## src/rtl/cpu_pkg.sv

```systemverilog
// Shared CPU encodings: opcodes, IR field positions, control states and alu_op bit indices.
// Pure declarations; no timing or flow control involved.
package cpu_pkg;

   localparam int IR_W    = 32;
   localparam int NREG    = 16;
   localparam int ALU_W   = 13;

   localparam int OPC_MSB = 31;
   localparam int OPC_LSB = 27;
   localparam int RA_MSB  = 26;
   localparam int RA_LSB  = 23;
   localparam int RB_MSB  = 22;
   localparam int RB_LSB  = 19;
   localparam int RC_MSB  = 18;
   localparam int RC_LSB  = 15;

   localparam logic [4:0] OP_ADD  = 5'b00011;
   localparam logic [4:0] OP_SUB  = 5'b00100;
   localparam logic [4:0] OP_AND  = 5'b00101;
   localparam logic [4:0] OP_OR   = 5'b00110;
   localparam logic [4:0] OP_ROR  = 5'b00111;
   localparam logic [4:0] OP_ROL  = 5'b01000;
   localparam logic [4:0] OP_SHR  = 5'b01001;
   localparam logic [4:0] OP_SHRA = 5'b01010;
   localparam logic [4:0] OP_SHL  = 5'b01011;
   localparam logic [4:0] OP_DIV  = 5'b01111;
   localparam logic [4:0] OP_MUL  = 5'b10000;
   localparam logic [4:0] OP_NEG  = 5'b10001;
   localparam logic [4:0] OP_NOT  = 5'b10010;

   // alu_op bit positions, shared with the datapath ALU
   localparam int ALU_AND  = 0;
   localparam int ALU_OR   = 1;
   localparam int ALU_ADD  = 2;
   localparam int ALU_SUB  = 3;
   localparam int ALU_MUL  = 4;
   localparam int ALU_DIV  = 5;
   localparam int ALU_SHR  = 6;
   localparam int ALU_SHRA = 7;
   localparam int ALU_SHL  = 8;
   localparam int ALU_ROR  = 9;
   localparam int ALU_ROL  = 10;
   localparam int ALU_NEG  = 11;
   localparam int ALU_NOT  = 12;

   typedef enum logic [2:0] {
      S_T0, S_T1, S_T2, S_T3, S_T4, S_T5, S_T6, S_HALT
   } state_e;

   typedef enum logic [1:0] {
      CLS_ALU3, CLS_HILO, CLS_UNARY, CLS_ILLEGAL
   } instr_class_e;

   function automatic logic [NREG-1:0] reg_onehot(input logic [3:0] idx);
      return {{(NREG-1){1'b0}}, 1'b1} << idx;
   endfunction

endpackage

```

## src/rtl/instr_decode.sv

```systemverilog
// Combinational IR decoder: instruction class, one-hot ALU operation and one-hot register selects.
// Zero latency; no flow control.
module instr_decode
   import cpu_pkg::*;
(
   input  logic [IR_W-1:0]  ir_i,
   output instr_class_e     cls_o,
   output logic [ALU_W-1:0] alu_op_o,
   output logic [NREG-1:0]  ra_oh_o,
   output logic [NREG-1:0]  rb_oh_o,
   output logic [NREG-1:0]  rc_oh_o
);

   logic [4:0] opcode;
   logic       unused_ir_low;

   assign opcode        = ir_i[OPC_MSB:OPC_LSB];
   assign ra_oh_o       = reg_onehot(ir_i[RA_MSB:RA_LSB]);
   assign rb_oh_o       = reg_onehot(ir_i[RB_MSB:RB_LSB]);
   assign rc_oh_o       = reg_onehot(ir_i[RC_MSB:RC_LSB]);
   assign unused_ir_low = ^ir_i[RC_LSB-1:0];

   always_comb begin
      cls_o    = CLS_ILLEGAL;
      alu_op_o = '0;
      case (opcode)
         OP_ADD:  begin cls_o = CLS_ALU3;  alu_op_o[ALU_ADD]  = 1'b1; end
         OP_SUB:  begin cls_o = CLS_ALU3;  alu_op_o[ALU_SUB]  = 1'b1; end
         OP_AND:  begin cls_o = CLS_ALU3;  alu_op_o[ALU_AND]  = 1'b1; end
         OP_OR:   begin cls_o = CLS_ALU3;  alu_op_o[ALU_OR]   = 1'b1; end
         OP_ROR:  begin cls_o = CLS_ALU3;  alu_op_o[ALU_ROR]  = 1'b1; end
         OP_ROL:  begin cls_o = CLS_ALU3;  alu_op_o[ALU_ROL]  = 1'b1; end
         OP_SHR:  begin cls_o = CLS_ALU3;  alu_op_o[ALU_SHR]  = 1'b1; end
         OP_SHRA: begin cls_o = CLS_ALU3;  alu_op_o[ALU_SHRA] = 1'b1; end
         OP_SHL:  begin cls_o = CLS_ALU3;  alu_op_o[ALU_SHL]  = 1'b1; end
         OP_DIV:  begin cls_o = CLS_HILO;  alu_op_o[ALU_DIV]  = 1'b1; end
         OP_MUL:  begin cls_o = CLS_HILO;  alu_op_o[ALU_MUL]  = 1'b1; end
         OP_NEG:  begin cls_o = CLS_UNARY; alu_op_o[ALU_NEG]  = 1'b1; end
         OP_NOT:  begin cls_o = CLS_UNARY; alu_op_o[ALU_NOT]  = 1'b1; end
         default: begin cls_o = CLS_ILLEGAL; end
      endcase
   end

endmodule

```

## src/rtl/control_unit.sv

```systemverilog
// Hardwired T-state sequencer driving the datapath strobes; Moore outputs, one cycle per T-state.
// stop is honoured only in the last execute cycle; no other flow control.
module control_unit
   import cpu_pkg::*;
(
   input  logic             clk,
   input  logic             reset,
   input  logic             stop,
   input  logic [IR_W-1:0]  IR,
   output logic [NREG-1:0]  Rin,
   output logic [NREG-1:0]  Rout,
   output logic             PCout,
   output logic             IncPC,
   output logic             PCin,
   output logic             MARin,
   output logic             Read,
   output logic             MDRin,
   output logic             MDRout,
   output logic             IRin,
   output logic             Yin,
   output logic             Zin,
   output logic             Zlowout,
   output logic             Zhighout,
   output logic             HIin,
   output logic             LOin,
   output logic [ALU_W-1:0] alu_op,
   output logic             run,
   output logic             illegal
);

   state_e           state_q, state_d;
   logic             illegal_q, illegal_d;
   instr_class_e     cls;
   logic [ALU_W-1:0] dec_alu;
   logic [NREG-1:0]  ra_oh, rb_oh, rc_oh;
   state_e           end_tgt;

   instr_decode u_decode (
      .ir_i     (IR),
      .cls_o    (cls),
      .alu_op_o (dec_alu),
      .ra_oh_o  (ra_oh),
      .rb_oh_o  (rb_oh),
      .rc_oh_o  (rc_oh)
   );

   always_ff @(posedge clk) begin
      if (reset) begin
         state_q   <= S_T0;
         illegal_q <= 1'b0;
      end else begin
         state_q   <= state_d;
         illegal_q <= illegal_d;
      end
   end

   // Decoded class is only consulted from T3 onward, once IR holds the fetched word
   always_comb begin
      end_tgt   = stop ? S_HALT : S_T0;
      state_d   = state_q;
      illegal_d = illegal_q | ((state_q == S_T3) && (cls == CLS_ILLEGAL));
      case (state_q)
         S_T0:    state_d = S_T1;
         S_T1:    state_d = S_T2;
         S_T2:    state_d = S_T3;
         S_T3:    state_d = (cls == CLS_ILLEGAL) ? end_tgt : S_T4;
         S_T4:    state_d = (cls == CLS_UNARY)   ? end_tgt : S_T5;
         S_T5:    state_d = (cls == CLS_ALU3)    ? end_tgt : S_T6;
         S_T6:    state_d = end_tgt;
         S_HALT:  state_d = stop ? S_HALT : S_T0;
         default: state_d = S_T0;
      endcase
   end

   always_comb begin
      Rin      = '0;
      Rout     = '0;
      PCout    = 1'b0;
      IncPC    = 1'b0;
      PCin     = 1'b0;
      MARin    = 1'b0;
      Read     = 1'b0;
      MDRin    = 1'b0;
      MDRout   = 1'b0;
      IRin     = 1'b0;
      Yin      = 1'b0;
      Zin      = 1'b0;
      Zlowout  = 1'b0;
      Zhighout = 1'b0;
      HIin     = 1'b0;
      LOin     = 1'b0;
      alu_op   = '0;
      run      = reset || (state_q != S_HALT);
      illegal  = illegal_q && !reset;
      if (!reset) begin
         case (state_q)
            S_T0: begin
               PCout = 1'b1;
               MARin = 1'b1;
               IncPC = 1'b1;
               PCin  = 1'b1;
            end
            S_T1: begin
               Read  = 1'b1;
               MDRin = 1'b1;
            end
            S_T2: begin
               MDRout = 1'b1;
               IRin   = 1'b1;
            end
            S_T3: begin
               if (cls == CLS_UNARY) begin
                  Rout   = rb_oh;
                  alu_op = dec_alu;
                  Zin    = 1'b1;
               end else if (cls != CLS_ILLEGAL) begin
                  Rout = rb_oh;
                  Yin  = 1'b1;
               end
            end
            S_T4: begin
               if (cls == CLS_UNARY) begin
                  Zlowout = 1'b1;
                  Rin     = ra_oh;
               end else if (cls != CLS_ILLEGAL) begin
                  Rout   = rc_oh;
                  alu_op = dec_alu;
                  Zin    = 1'b1;
               end
            end
            S_T5: begin
               if (cls == CLS_ALU3) begin
                  Zlowout = 1'b1;
                  Rin     = ra_oh;
               end else if (cls == CLS_HILO) begin
                  Zlowout = 1'b1;
                  LOin    = 1'b1;
               end
            end
            S_T6: begin
               if (cls == CLS_HILO) begin
                  Zhighout = 1'b1;
                  HIin     = 1'b1;
               end
            end
            default: ;
         endcase
      end
   end

endmodule

```

## config.mk

```make
export PLATFORM = sky130hd
export DESIGN_NAME = control_unit
export DESIGN_NICKNAME = d
export VERILOG_FILES = /design/src/rtl/cpu_pkg.sv /design/src/rtl/instr_decode.sv /design/src/rtl/control_unit.sv
export SDC_FILE = /design/constraint.sdc
export NUM_CORES = 1
export LEC_CHECK = 0
export CORE_MARGIN = 3
export CORE_UTILIZATION = 30
export DETAILED_ROUTE_END_ITERATION = 6
export PLACE_DENSITY = 0.78
export RECOVER_POWER = 25
export SETUP_SLACK_MARGIN = 0.15
export SYNTH_ARGS = -nofsm -noshare
export SYNTH_HDL_FRONTEND = slang
export SYNTH_SLANG_ARGS = --single-unit
```

## constraint.sdc

```tcl
create_clock -name clk -period 5.2 [get_ports clk]
set_clock_uncertainty 0.2 [all_clocks]
set_input_delay 0.78 -clock clk [delete_from_list [all_inputs] [get_ports clk]]
set_output_delay 0.78 -clock clk [all_outputs]
set_load 0.05 [all_outputs]
```

==> results_dict.tcl, run 1 <==
set metrics [dict create \
    netlist.area_leader.share_pct 10.4 \
    synthDistinctLibCells 42 \
    post_cts_buffers 0 \
    layout-drive-gt1-share_pct 4.31 \
    drtIter0Drc 156 \
    postRouteWirelength_um 4230 \
    die_y_um 69.4 \
    avgRoutedWirePerCell_um 14.0 \
    post_synth_most_frequent_cells "sky130_fd_sc_hd__nor3_1 (25), sky130_fd_sc_hd__nor2_1 (17), sky130_fd_sc_hd__nand2_1 (14), sky130_fd_sc_hd__o32ai_1 (14)" \
    max_stage_delay_ps 850 \
    fin_crit_sh_pct 90.6 \
    numCtsBuffers 3 \
    ir_drop_mv 0.174 \
    timing.max_cap.violations 0 \
    slew_headroom_pct 58.2 \
    postSynthAreaPerCell_um2 6.22 \
    synth-seq-area-share_pct 6.63 \
    flop2flop_setup_slack_ps 3020 \
    cts.htree.levels 1 \
    globalRouteTotalUtil_pct 16.4 \
    synth-edff-count 0 \
    netlist_instances 194 \
    final_util_pct 52.9 \
    ant_nets 0 \
    detailedPlacementHpwl_um 3360 \
    via_count 1705 \
    clock_insertion_delay_worst_skew_ps 210 \
    yosysWarnings 0 \
    worst_setup_path_start_kind "input pin" \
    remaining_drc_errors 0 \
    worstSetupPathType "input pin to primary output" \
    finalHoldViolCount 0 \
    leakagePower_nw 0.611 \
    crit_family "buffers and inverters" \
    rsz0062_at_grt "false" \
    worstMarginPinSlew_ps 626 \
    crit_required_ps 4220 \
    gr-total-overflow 0 \
    number_of_pins_exceeding_their_max_slew_limit_in_the_final_report 0 \
    fmaxAchievable_mhz 212 \
    synth-async-reset-ratio_pct 0 \
    total_setup_violations_reported_at_the_end_of_the_flow 0 \
    crit_path_cell_chain "dlygate4sd3_1 -> nand2_1 -> a21o_1 -> o21a_1 -> or3_1 -> o32ai_1 -> clkdlybuf4s50_1" \
    hold-worst-slack_ps 371 \
    detail_route.vias_per_cell 5.63 \
    initial_utilization_pct 32.0 \
    synthDominantAreaCellType "sky130_fd_sc_hd__nor3_1" \
    core_area_mm2 0.00377 \
    die_width_um 69.4 \
    synthTopCellsByArea "sky130_fd_sc_hd__nor3_1 (10%), sky130_fd_sc_hd__o32ai_1 (10%), sky130_fd_sc_hd__dfxtp_1 (6.6%), sky130_fd_sc_hd__nor2b_1 (5.7%), sky130_fd_sc_hd__nor2_1 (5.3%)" \
    synthesis.area_mm2 0.00121 \
    die_area_mm2 0.00482 \
    outcome "finished clean" \
    fp-row-count 22 \
    setup.worst_path.end_class "primary output" \
    grt_first_pass_wirelength_um 6910 \
    grt_antenna_before_repair 0 \
    finish.net_count 292 \
    clockRootBuffer "sky130_fd_sc_hd__clkbuf_8" \
    grt_max_degree 20 \
    power_density_mw_per_mm2 102 \
    cts_sinks 4 \
    yosys.cell_count.top_type "sky130_fd_sc_hd__nor3_1" \
    syn2layout_area_growth_pct 65.2 \
    tns_ps 0 \
    numPortBuffers 80 \
    cts_clk_pin_slew_worst_paths_ps 30 \
    timing.critical_path.slowest_stage_cell "sky130_fd_sc_hd__clkdlybuf4s50_1" \
    crit_arrival_ps 3730 \
    dpl_cell_area_mm2 0.00195 \
    gp_routability_congestion 0.873 \
    worst-path-buf-inv 2 \
    hold_buf_count_cts 0 \
    cts_tree "built" \
    number_of_global_route_vias_before_repair 1466 \
    detail_route.first_pass.iterations 4 \
    finalWorstPathRequiredPeriod_ps 4710 \
    pin_count 96 \
    post_cts.resized_instances 0 \
    timing.hold.worst.class "register to register" \
    n_antenna_cell 0 \
    max-clock-path-buffers 2 \
    ys_ff_latch 4 \
    ys.flop_type "sky130_fd_sc_hd__dfxtp_1" \
    synth.net_count 229 \
    critical_path_peak_fanout 13 \
    finish.instance_area_mm2 0.00199 \
]
[logic make-up (layout without fill, tap and decap cells)]
logic type,Yosys count,after routing,synth area share [%]
compound gates,47,47,30.6
buf+inv,30,91,13.0
flops,4,4,6.63
mux,1,1,0.829
simple gates,112,112,49.0
[flip-flops by register name, indices dropped and copies added (netlist names)]
| name | flops |
|---|---|
| state_q | 3 |
| illegal_q | 1 |
[layout by cell type, fill, tap and decap left out, drive strengths merged, types with 5 or more instances in the layout]
cell / count
or3: 9
a21o: 5
nand3: 11
nor2: 17
nand2b: 9
dlygate4sd3: 13
nor3: 25
nand2: 14
a21oi: 6
nor2b: 11
clkdlybuf4s50: 67
inv: 5
o32ai: 14
[worst reg2reg max path: cells and delay by family, from the launching register on]
family	cells	cell delay (ps)
AND/OR/NAND/NOR	1	210
flip-flops	1	420
AO/OA/AOI/OAI	4	1290
[stage by stage]
step | cells | total power [mW] | worst slack (ps)
after CTS | 303 | 0.206 | 528
after global routing | 303 | 0.216 | 305
after global placement | 300 | 0.140 | 563
final | 303 | 0.203 | 487
after detailed placement | 300 | 0.141 | 539
after floorplan | 194 | 0.110 | 865
[final cells by class]
cell class / count / area, µm²
Fill cell: 371 / 1780
Multi-Input combinational cell: 160 / 971
Timing Repair Buffer: 83 / 823
Sequential cell: 4 / 80.1
Clock buffer: 3 / 41.3
Inverter: 5 / 18.8
Tap cell: 48 / 60.1
[final timing paths]
path                                  from         end  depth (start not counted)
worst max-delay path                IR[28]     Rout[7]                          7
worst min-delay path             illegal_q   illegal_q                          2
worst min register to register   illegal_q   illegal_q                          2
worst max register to register  state_q[0]  state_q[2]                          5
[metal layers]
metal	track usage (%)	part of all wire, %
met1	22.7	46
met2	27.6	49
met3	2.46	5.8
met4	1.52	0
met5	0	0
[where the power goes]
| group | switching [mW] | internal (mW) |
|---|---|---|
| combinational | 0.0636 | 0.0376 |
| clock | 0.0145 | 0.0492 |
| sequential | 0.00517 | 0.0326 |
| total | 0.0833 | 0.119 |
Power figures use the tool's default switching activity.
==> run 2: changes to the inputs <==
--- a/config.mk
+++ b/config.mk
@@ -8,9 +8,11 @@
 export CORE_MARGIN = 3
 export CORE_UTILIZATION = 30
 export DETAILED_ROUTE_END_ITERATION = 6
-export PLACE_DENSITY = 0.78
+export PLACE_DENSITY = 0.74
 export RECOVER_POWER = 25
 export SETUP_SLACK_MARGIN = 0.15
 export SYNTH_ARGS = -nofsm -noshare
 export SYNTH_HDL_FRONTEND = slang
+export SYNTH_HIERARCHICAL = 1
 export SYNTH_SLANG_ARGS = --single-unit
+export TNS_END_PERCENT = 1
==> run 2 against run 1 <==
Effect of this change: final cell count grew 16%; wire length grew 2.9%; die area grew 13%; first-iteration DRC count shrank 31%; clock power grew 3.8%; synthesized area grew 14%; combinational power grew 18%; design area grew 18%; critical path depth grew 2; critical path type unchanged.
==> results_dict.tcl, run 2 <==
set metrics [dict create \
    post_synth_most_frequent_cells "sky130_fd_sc_hd__nor2_1 (56), sky130_fd_sc_hd__and2_1 (29), sky130_fd_sc_hd__nor3_1 (24)" \
    cts_sinks 4 \
    finalWorstPathRequiredPeriod_ps 4890 \
    yosys.cell_count.top_type "sky130_fd_sc_hd__nor2_1" \
    hold_depth 2 \
    fin_crit_sh_pct 94.1 \
    power.share.switching_pct 43.8 \
    dr.max_layer_used "met4" \
    worstSetupPathType "input pin to primary output" \
    post_cts.resized_instances 0 \
    max-clock-path-buffers 2 \
    r2r-start "state_q[0]" \
    routed_length_on_met3_um 333 \
    power.switching_uw 99.3 \
    fp-row-count 24 \
    clock_insertion_delay_worst_skew_ps 220 \
    synth-edff-count 0 \
    setup_ws_ps 306 \
    synth-seq-area-share_pct 5.80 \
    die_area_mm2 0.00545 \
    synth-async-reset-ratio_pct 0 \
    cts_clk_pin_slew_worst_paths_ps 30 \
    number_of_global_route_vias_before_repair 1584 \
    postRouteWirelength_um 4350 \
    numCtsBuffers 3 \
    gp_routability_congestion 0.993 \
    synth.net_count 266 \
    fmaxAchievable_mhz 204 \
    cts_tree "built" \
    hold_path.startpoint "illegal_q" \
    synthesis.area_mm2 0.00138 \
    number_of_pins_exceeding_their_max_slew_limit_in_the_final_report 0 \
    routedLengthMet1_um 1970 \
    crit_required_ps 4220 \
    via_count 1827 \
    die_y_um 73.9 \
    slew_headroom_pct 58.8 \
    worst_hold_path.endpoint "illegal_q" \
    sequentialPowerShare_pct 18.2 \
    synthDominantAreaCellType "sky130_fd_sc_hd__nor2_1" \
    cts.htree.levels 1 \
    ir_drop_mv 0.0583 \
    pin_count 96 \
    ant_nets 0 \
    detail_route.vias_per_cell 5.22 \
    yosysWarnings 6 \
    layout_common_cells "sky130_fd_sc_hd__nor2_1 (56), sky130_fd_sc_hd__clkdlybuf4s50_1 (37), sky130_fd_sc_hd__and2_1 (29), sky130_fd_sc_hd__nor3_1 (24), sky130_fd_sc_hd__buf_12 (19)" \
    final_common_cell "sky130_fd_sc_hd__nor2_1" \
    core_area_mm2 0.00441 \
    layout-drive-gt1-share_pct 16.1 \
    registers_with_the_most_flip_flops "state_q: 3 flops, illegal_q: 1 flops" \
    syn2layout_area_growth_pct 69.7 \
    n_antenna_cell 0 \
    grt_antenna_before_repair 0 \
    post_cts_buffers 0 \
    endpoint_of_the_most_critical_register_to_register_path "state_q[2]" \
    tns_ps 0 \
    gr-total-overflow 0 \
    netlist_instances 231 \
    setup.worst_path.end_class "primary output" \
    finalHoldViolCount 0 \
    crit_arrival_ps 3910 \
    flop2flop_setup_slack_ps 3560 \
    grt_max_degree 30 \
    timing.hold.worst.class "register to register" \
    synthTopCellsByArea "sky130_fd_sc_hd__nor2_1 (15%), sky130_fd_sc_hd__and2_1 (13%), sky130_fd_sc_hd__nor3_1 (8.7%), sky130_fd_sc_hd__a22oi_1 (8.7%), sky130_fd_sc_hd__nand2b_1 (7.2%)" \
    avgRoutedWirePerCell_um 12.4 \
    finish.net_count 335 \
    ys.flop_type "sky130_fd_sc_hd__dfxtp_1" \
    remaining_drc_errors 0 \
    initial_utilization_pct 31.3 \
    worst_setup_path_start_kind "input pin" \
    worstMarginPinSlew_ps 615 \
    p_clk_share_pct 29.2 \
    total_setup_violations_reported_at_the_end_of_the_flow 0 \
    timing.max_cap.violations 0 \
    detail_route.first_pass.iterations 4 \
    die_width_um 73.9 \
    detailedPlacementHpwl_um 3420 \
    intPower_uw 127 \
    power_density_mw_per_mm2 96.7 \
    numPortBuffers 80 \
    ys_ff_latch 4 \
    grt_first_pass_wirelength_um 7110 \
    leakagePower_nw 0.847 \
    hold_buf_count_cts 0 \
    ff2ff_path_depth 3 \
    outcome "finished clean" \
    postSynthAreaPerCell_um2 5.98 \
    globalRouteTotalUtil_pct 15.8 \
    drtIter0Drc 108 \
    synthDistinctLibCells 41 \
    largest_register_ffs 3 \
    netlist.area_leader.share_pct 15.2 \
    top_register_by_number_of_flip_flops "state_q" \
    num-fill-cells 449 \
    post-place-ws_ps 488 \
    rsz0062_at_grt "false" \
    critical_path_peak_fanout 11 \
    clockRootBuffer "sky130_fd_sc_hd__clkbuf_8" \
    comb_power_share_pct 52.6 \
    met2_wirelength_um 1960 \
]
-- run 2: layer usage --
| layer | vias to the layer above | global-route usage, % |
|---|---|---|
| met5 | - | 0 |
| met4 | 0 | 5.23 |
| met3 | 10 | 3.15 |
| met2 | 82 | 26.4 |
| met1 | 800 | 20.0 |
| li1 | 935 | - |
-- run 2: layout make-up --
type	count	area, µm²	area share, %
multi-input combinational	203	1160	49.6
timing repair buffer	85	985	42.0
sequential	4	80.1	3.42
tap	52	65.1	2.77
clock buffer	3	41.3	1.76
inverter	3	11.3	0.480
-- run 2: logic make-up after synthesis --
| logic type | share of synthesized area (%) |
|---|---|
| XOR/XNOR | 0.634 |
| AO/OA/AOI/OAI | 20.7 |
| AND/OR/NAND/NOR | 62.8 |
| buffers and inverters | 10.1 |
| flip-flops | 5.80 |
-- run 2: power by group through the flow --
stage / clock, mW / sequential (mW) / combinational, mW
floorplan: 0 / 0.0341 / 0.0897
global placement: 0 / 0.0413 / 0.120
detailed placement: 0 / 0.0415 / 0.122
CTS: 0.0672 / 0.0411 / 0.122
global route: 0.0692 / 0.0423 / 0.129
finish: 0.0662 / 0.0413 / 0.119
-- run 2: worst max-delay path: stages --
cell and delay (ps):
sky130_fd_sc_hd__dlygate4sd3_1 650, sky130_fd_sc_hd__nand2_1 220, sky130_fd_sc_hd__a21boi_0 210, sky130_fd_sc_hd__o22a_1 200, sky130_fd_sc_hd__clkbuf_1 440, sky130_fd_sc_hd__nor2b_1 330, sky130_fd_sc_hd__nand2_1 90, sky130_fd_sc_hd__a21oi_1 170
sky130_fd_sc_hd__clkdlybuf4s50_1 820
-- run 2: worst max-delay path by stage --
stage	startpoint	endpoint	slack [ps]	cells after the start
2_1_floorplan	IR[27]	Zhighout	650	7
3_3_place_gp	IR[28]	Rin[1]	580	8
3_5_place_dp	IR[28]	Rin[1]	490	8
4_1_cts	IR[28]	Rin[1]	480	8
5_1_grt	IR[28]	Zlowout	180	9
6_report	IR[28]	Zlowout	310	9
-- run 2: stage by stage --
step / util [%] / power [mW] / instance area, µm² / instances / hold slack (ps)
floorplan: - / 0.124 / 1380 / 231 / 229
CTS: 53.4 / 0.230 / 2360 / 350 / 264
finish: 53.1 / 0.227 / 2340 / 350 / 268
global placement: 52.4 / 0.161 / 2310 / 347 / 248
global route: 53.1 / 0.241 / 2340 / 350 / 276
detailed placement: 52.4 / 0.163 / 2310 / 347 / 256
==> run 3: changes to the inputs <==
--- a/config.mk
+++ b/config.mk
@@ -5,10 +5,11 @@
 export SDC_FILE = /design/constraint.sdc
 export NUM_CORES = 1
 export LEC_CHECK = 0
+export ABC_AREA = 1
 export CORE_MARGIN = 3
 export CORE_UTILIZATION = 30
 export DETAILED_ROUTE_END_ITERATION = 6
-export PLACE_DENSITY = 0.74
+export PLACE_DENSITY = 0.68
 export RECOVER_POWER = 25
 export SETUP_SLACK_MARGIN = 0.15
 export SYNTH_ARGS = -nofsm -noshare
==> run 3 against run 2 <==
Effect of this change: sequential power about the same; the run now ends with capacitance limit, slew limit left; first-iteration DRC count increased by 42%; fmax up 2.4%; critical endpoint is now Rout[0]; combinational power rose by 43%; register-to-register slack lost 70 ps; power increased by 21%; clock power is 4.4% lower; design area grew 8.9%; global-route usage fell by 1.1 points.
==> results_dict.tcl, run 3 <==
set metrics [dict create \
    fmaxAchievable_mhz 209 \
    synth-seq-area-share_pct 4.52 \
    rsz0062_at_grt "false" \
    post_cts.resized_instances 0 \
    postRouteWirelength_um 4980 \
    avgRoutedWirePerCell_um 10.6 \
    worstMarginPinSlew_ps 1940 \
    crit_arrival_ps 3800 \
    grt_first_pass_wirelength_um 8980 \
    gp_routability_congestion 0.850 \
    die_y_um 82.8 \
    worstSetupPathType "input pin to primary output" \
    top_register_by_number_of_flip_flops "state_q" \
    cts_sinks 4 \
    syn2layout_area_growth_pct 44.2 \
    ir_drop_mv 0.0846 \
    final_common_cell "sky130_fd_sc_hd__nor2_1" \
    max-clock-path-buffers 2 \
    die_width_um 82.8 \
    setup_ws_ps 420 \
    fp-row-count 27 \
    timing.max_cap.violations 1 \
    setup.worst_path.end_class "primary output" \
    netlist_instances 336 \
    synthesis.area_mm2 0.00177 \
    via_count 2217 \
    crit_required_ps 4220 \
    synth-edff-count 0 \
    yosysWarnings 6 \
    cts_clk_pin_slew_worst_paths_ps 30 \
    numCtsBuffers 3 \
    final-instance-count-excl-fill 471 \
    worst_setup_path_start_kind "input pin" \
    cts.htree.levels 1 \
    finalHoldViolCount 0 \
    drtIter0Drc 153 \
    post-place-ws_ps 444 \
    yosys.cell_count.top_type "sky130_fd_sc_hd__nor2_1" \
    placedCellCount 468 \
    cts_tree "built" \
    globalRouteTotalUtil_pct 14.6 \
    tns_ps 0 \
    numPortBuffers 80 \
    core_area_mm2 0.00561 \
    registers_with_the_most_flip_flops "state_q: 3 flops, illegal_q: 1 flops" \
    die_area_mm2 0.00686 \
    outcome "complete, but fails checks" \
    critical_path_peak_fanout 16 \
    synth-async-reset-ratio_pct 0 \
    gr-total-overflow 0 \
    remaining_drc_errors 0 \
    slew_headroom_pct -29.0 \
    detail_route.first_pass.iterations 4 \
    leakagePower_nw 1.14 \
    pin_count 96 \
    hold_depth 2 \
    synth.net_count 371 \
    n_antenna_cell 0 \
    detail_route.vias_per_cell 4.71 \
    failing_checks "capacitance limit, slew limit" \
    ys_ff_latch 4 \
    synthTopCellsByArea "sky130_fd_sc_hd__nor2_1 (18%), sky130_fd_sc_hd__nand3_1 (14%), sky130_fd_sc_hd__nand2_1 (12%), sky130_fd_sc_hd__inv_1 (7.2%), sky130_fd_sc_hd__nand2_4 (7.0%)" \
    total_setup_violations_reported_at_the_end_of_the_flow 0 \
    post_cts_buffers 0 \
    finish.net_count 436 \
    clock_insertion_delay_worst_skew_ps 210 \
    number_of_global_route_vias_before_repair 2051 \
    detailedPlacementHpwl_um 3990 \
    initial_utilization_pct 31.6 \
    fin_crit_sh_pct 91.9 \
    timing.hold.worst.class "register to register" \
    post_synth_most_frequent_cells "sky130_fd_sc_hd__nor2_1 (84), sky130_fd_sc_hd__nand2_1 (56), sky130_fd_sc_hd__nand3_1 (48)" \
    dpl_cell_area_mm2 0.00251 \
    finalWorstPathRequiredPeriod_ps 4780 \
    grt_antenna_before_repair 0 \
    synthDistinctLibCells 28 \
    number_of_pins_exceeding_their_max_slew_limit_in_the_final_report 36 \
    hold_buf_count_cts 0 \
    grt_max_degree 36 \
    layout-drive-gt1-share_pct 17.3 \
    ff2ff_path_depth 7 \
    netlist.area_leader.share_pct 17.8 \
    clockRootBuffer "sky130_fd_sc_hd__clkbuf_8" \
    ys.flop_type "sky130_fd_sc_hd__dfxtp_1" \
    synthDominantAreaCellType "sky130_fd_sc_hd__nor2_1" \
    finish.instance_area_mm2 0.00255 \
    ant_nets 0 \
    largest_register_ffs 3 \
    layout_common_cells "sky130_fd_sc_hd__nor2_1 (84), sky130_fd_sc_hd__clkdlybuf4s50_1 (68), sky130_fd_sc_hd__nand2_1 (56), sky130_fd_sc_hd__nand3_1 (48), sky130_fd_sc_hd__inv_1 (34)" \
    hold-worst-slack_ps 266 \
    postSynthAreaPerCell_um2 5.27 \
    power_density_mw_per_mm2 107 \
]
==> run 3: worst paths after layout <==
check / start / endpoint / slack [ps]
setup / recovery: IR[27] / Rout[0] / 420
hold / removal: illegal_q / illegal_q / 270
hold reg to reg: illegal_q / illegal_q / 270
setup reg to reg: state_q[1] / state_q[1] / 3490
==> run 3: cell families (layout without fill, tap and decap cells) <==
kind of cell    after synthesis  count (layout)  share of synthesized area, %
compound gates               27              27                          11.0
simple gates                241             241                          66.7
buf+inv                      64             127                          17.8
flops                         4               4                          4.52
==> run 3: through the flow <==
step / util (%) / power (mW)
floorplan: - / 0.174
global route: 45.5 / 0.299
detailed placement: 44.8 / 0.215
finish: 45.5 / 0.274
CTS: 45.6 / 0.280
global placement: 44.8 / 0.213
==> run 3: final cells by class <==
class	count	area, µm²
Clock buffer	3	41.3
Fill cell	606	3050
Inverter	44	173
Multi-Input combinational cell	268	1380
Sequential cell	4	80.1
Tap cell	72	90.1
Timing Repair Buffer	80	795
==> run 3: layer usage <==
layer  part of all wire [%]  routed length (µm)  track usage (%)  up-vias
li1                       -                   -                -     1174
met1                     48                2390             20.3      974
met2                     45                2230             23.8       65
met3                    6.2                 310             2.48        4
met4                   0.94                  47             2.67        0
met5                      0                   0                0        -
==> run 3: report_power, final <==
| group | switching (mW) | total [mW] | internal (mW) |
|---|---|---|---|
| logic | 0.122 | 0.170 | 0.0478 |
| clock network | 0.0142 | 0.0633 | 0.0492 |
| registers | 0.00655 | 0.0412 | 0.0346 |
| total | 0.143 | 0.274 | 0.132 |
==> run 3: worst max-delay path, stage by stage <==
cell                              delay, ps
sky130_fd_sc_hd__clkdlybuf4s50_1        500
sky130_fd_sc_hd__nor2_1                 250
sky130_fd_sc_hd__inv_2                   90
sky130_fd_sc_hd__nor2_4                 120
sky130_fd_sc_hd__nor2_1                  60
sky130_fd_sc_hd__nand2_1                 50
sky130_fd_sc_hd__nor2_1                  40
sky130_fd_sc_hd__nand2_1                 70
sky130_fd_sc_hd__nand2_1                120
sky130_fd_sc_hd__nand2_1                120
sky130_fd_sc_hd__inv_1                   90
sky130_fd_sc_hd__nor2_4                 300
sky130_fd_sc_hd__nand2_1                120
sky130_fd_sc_hd__a21oi_1                210
sky130_fd_sc_hd__clkdlybuf4s50_1        860
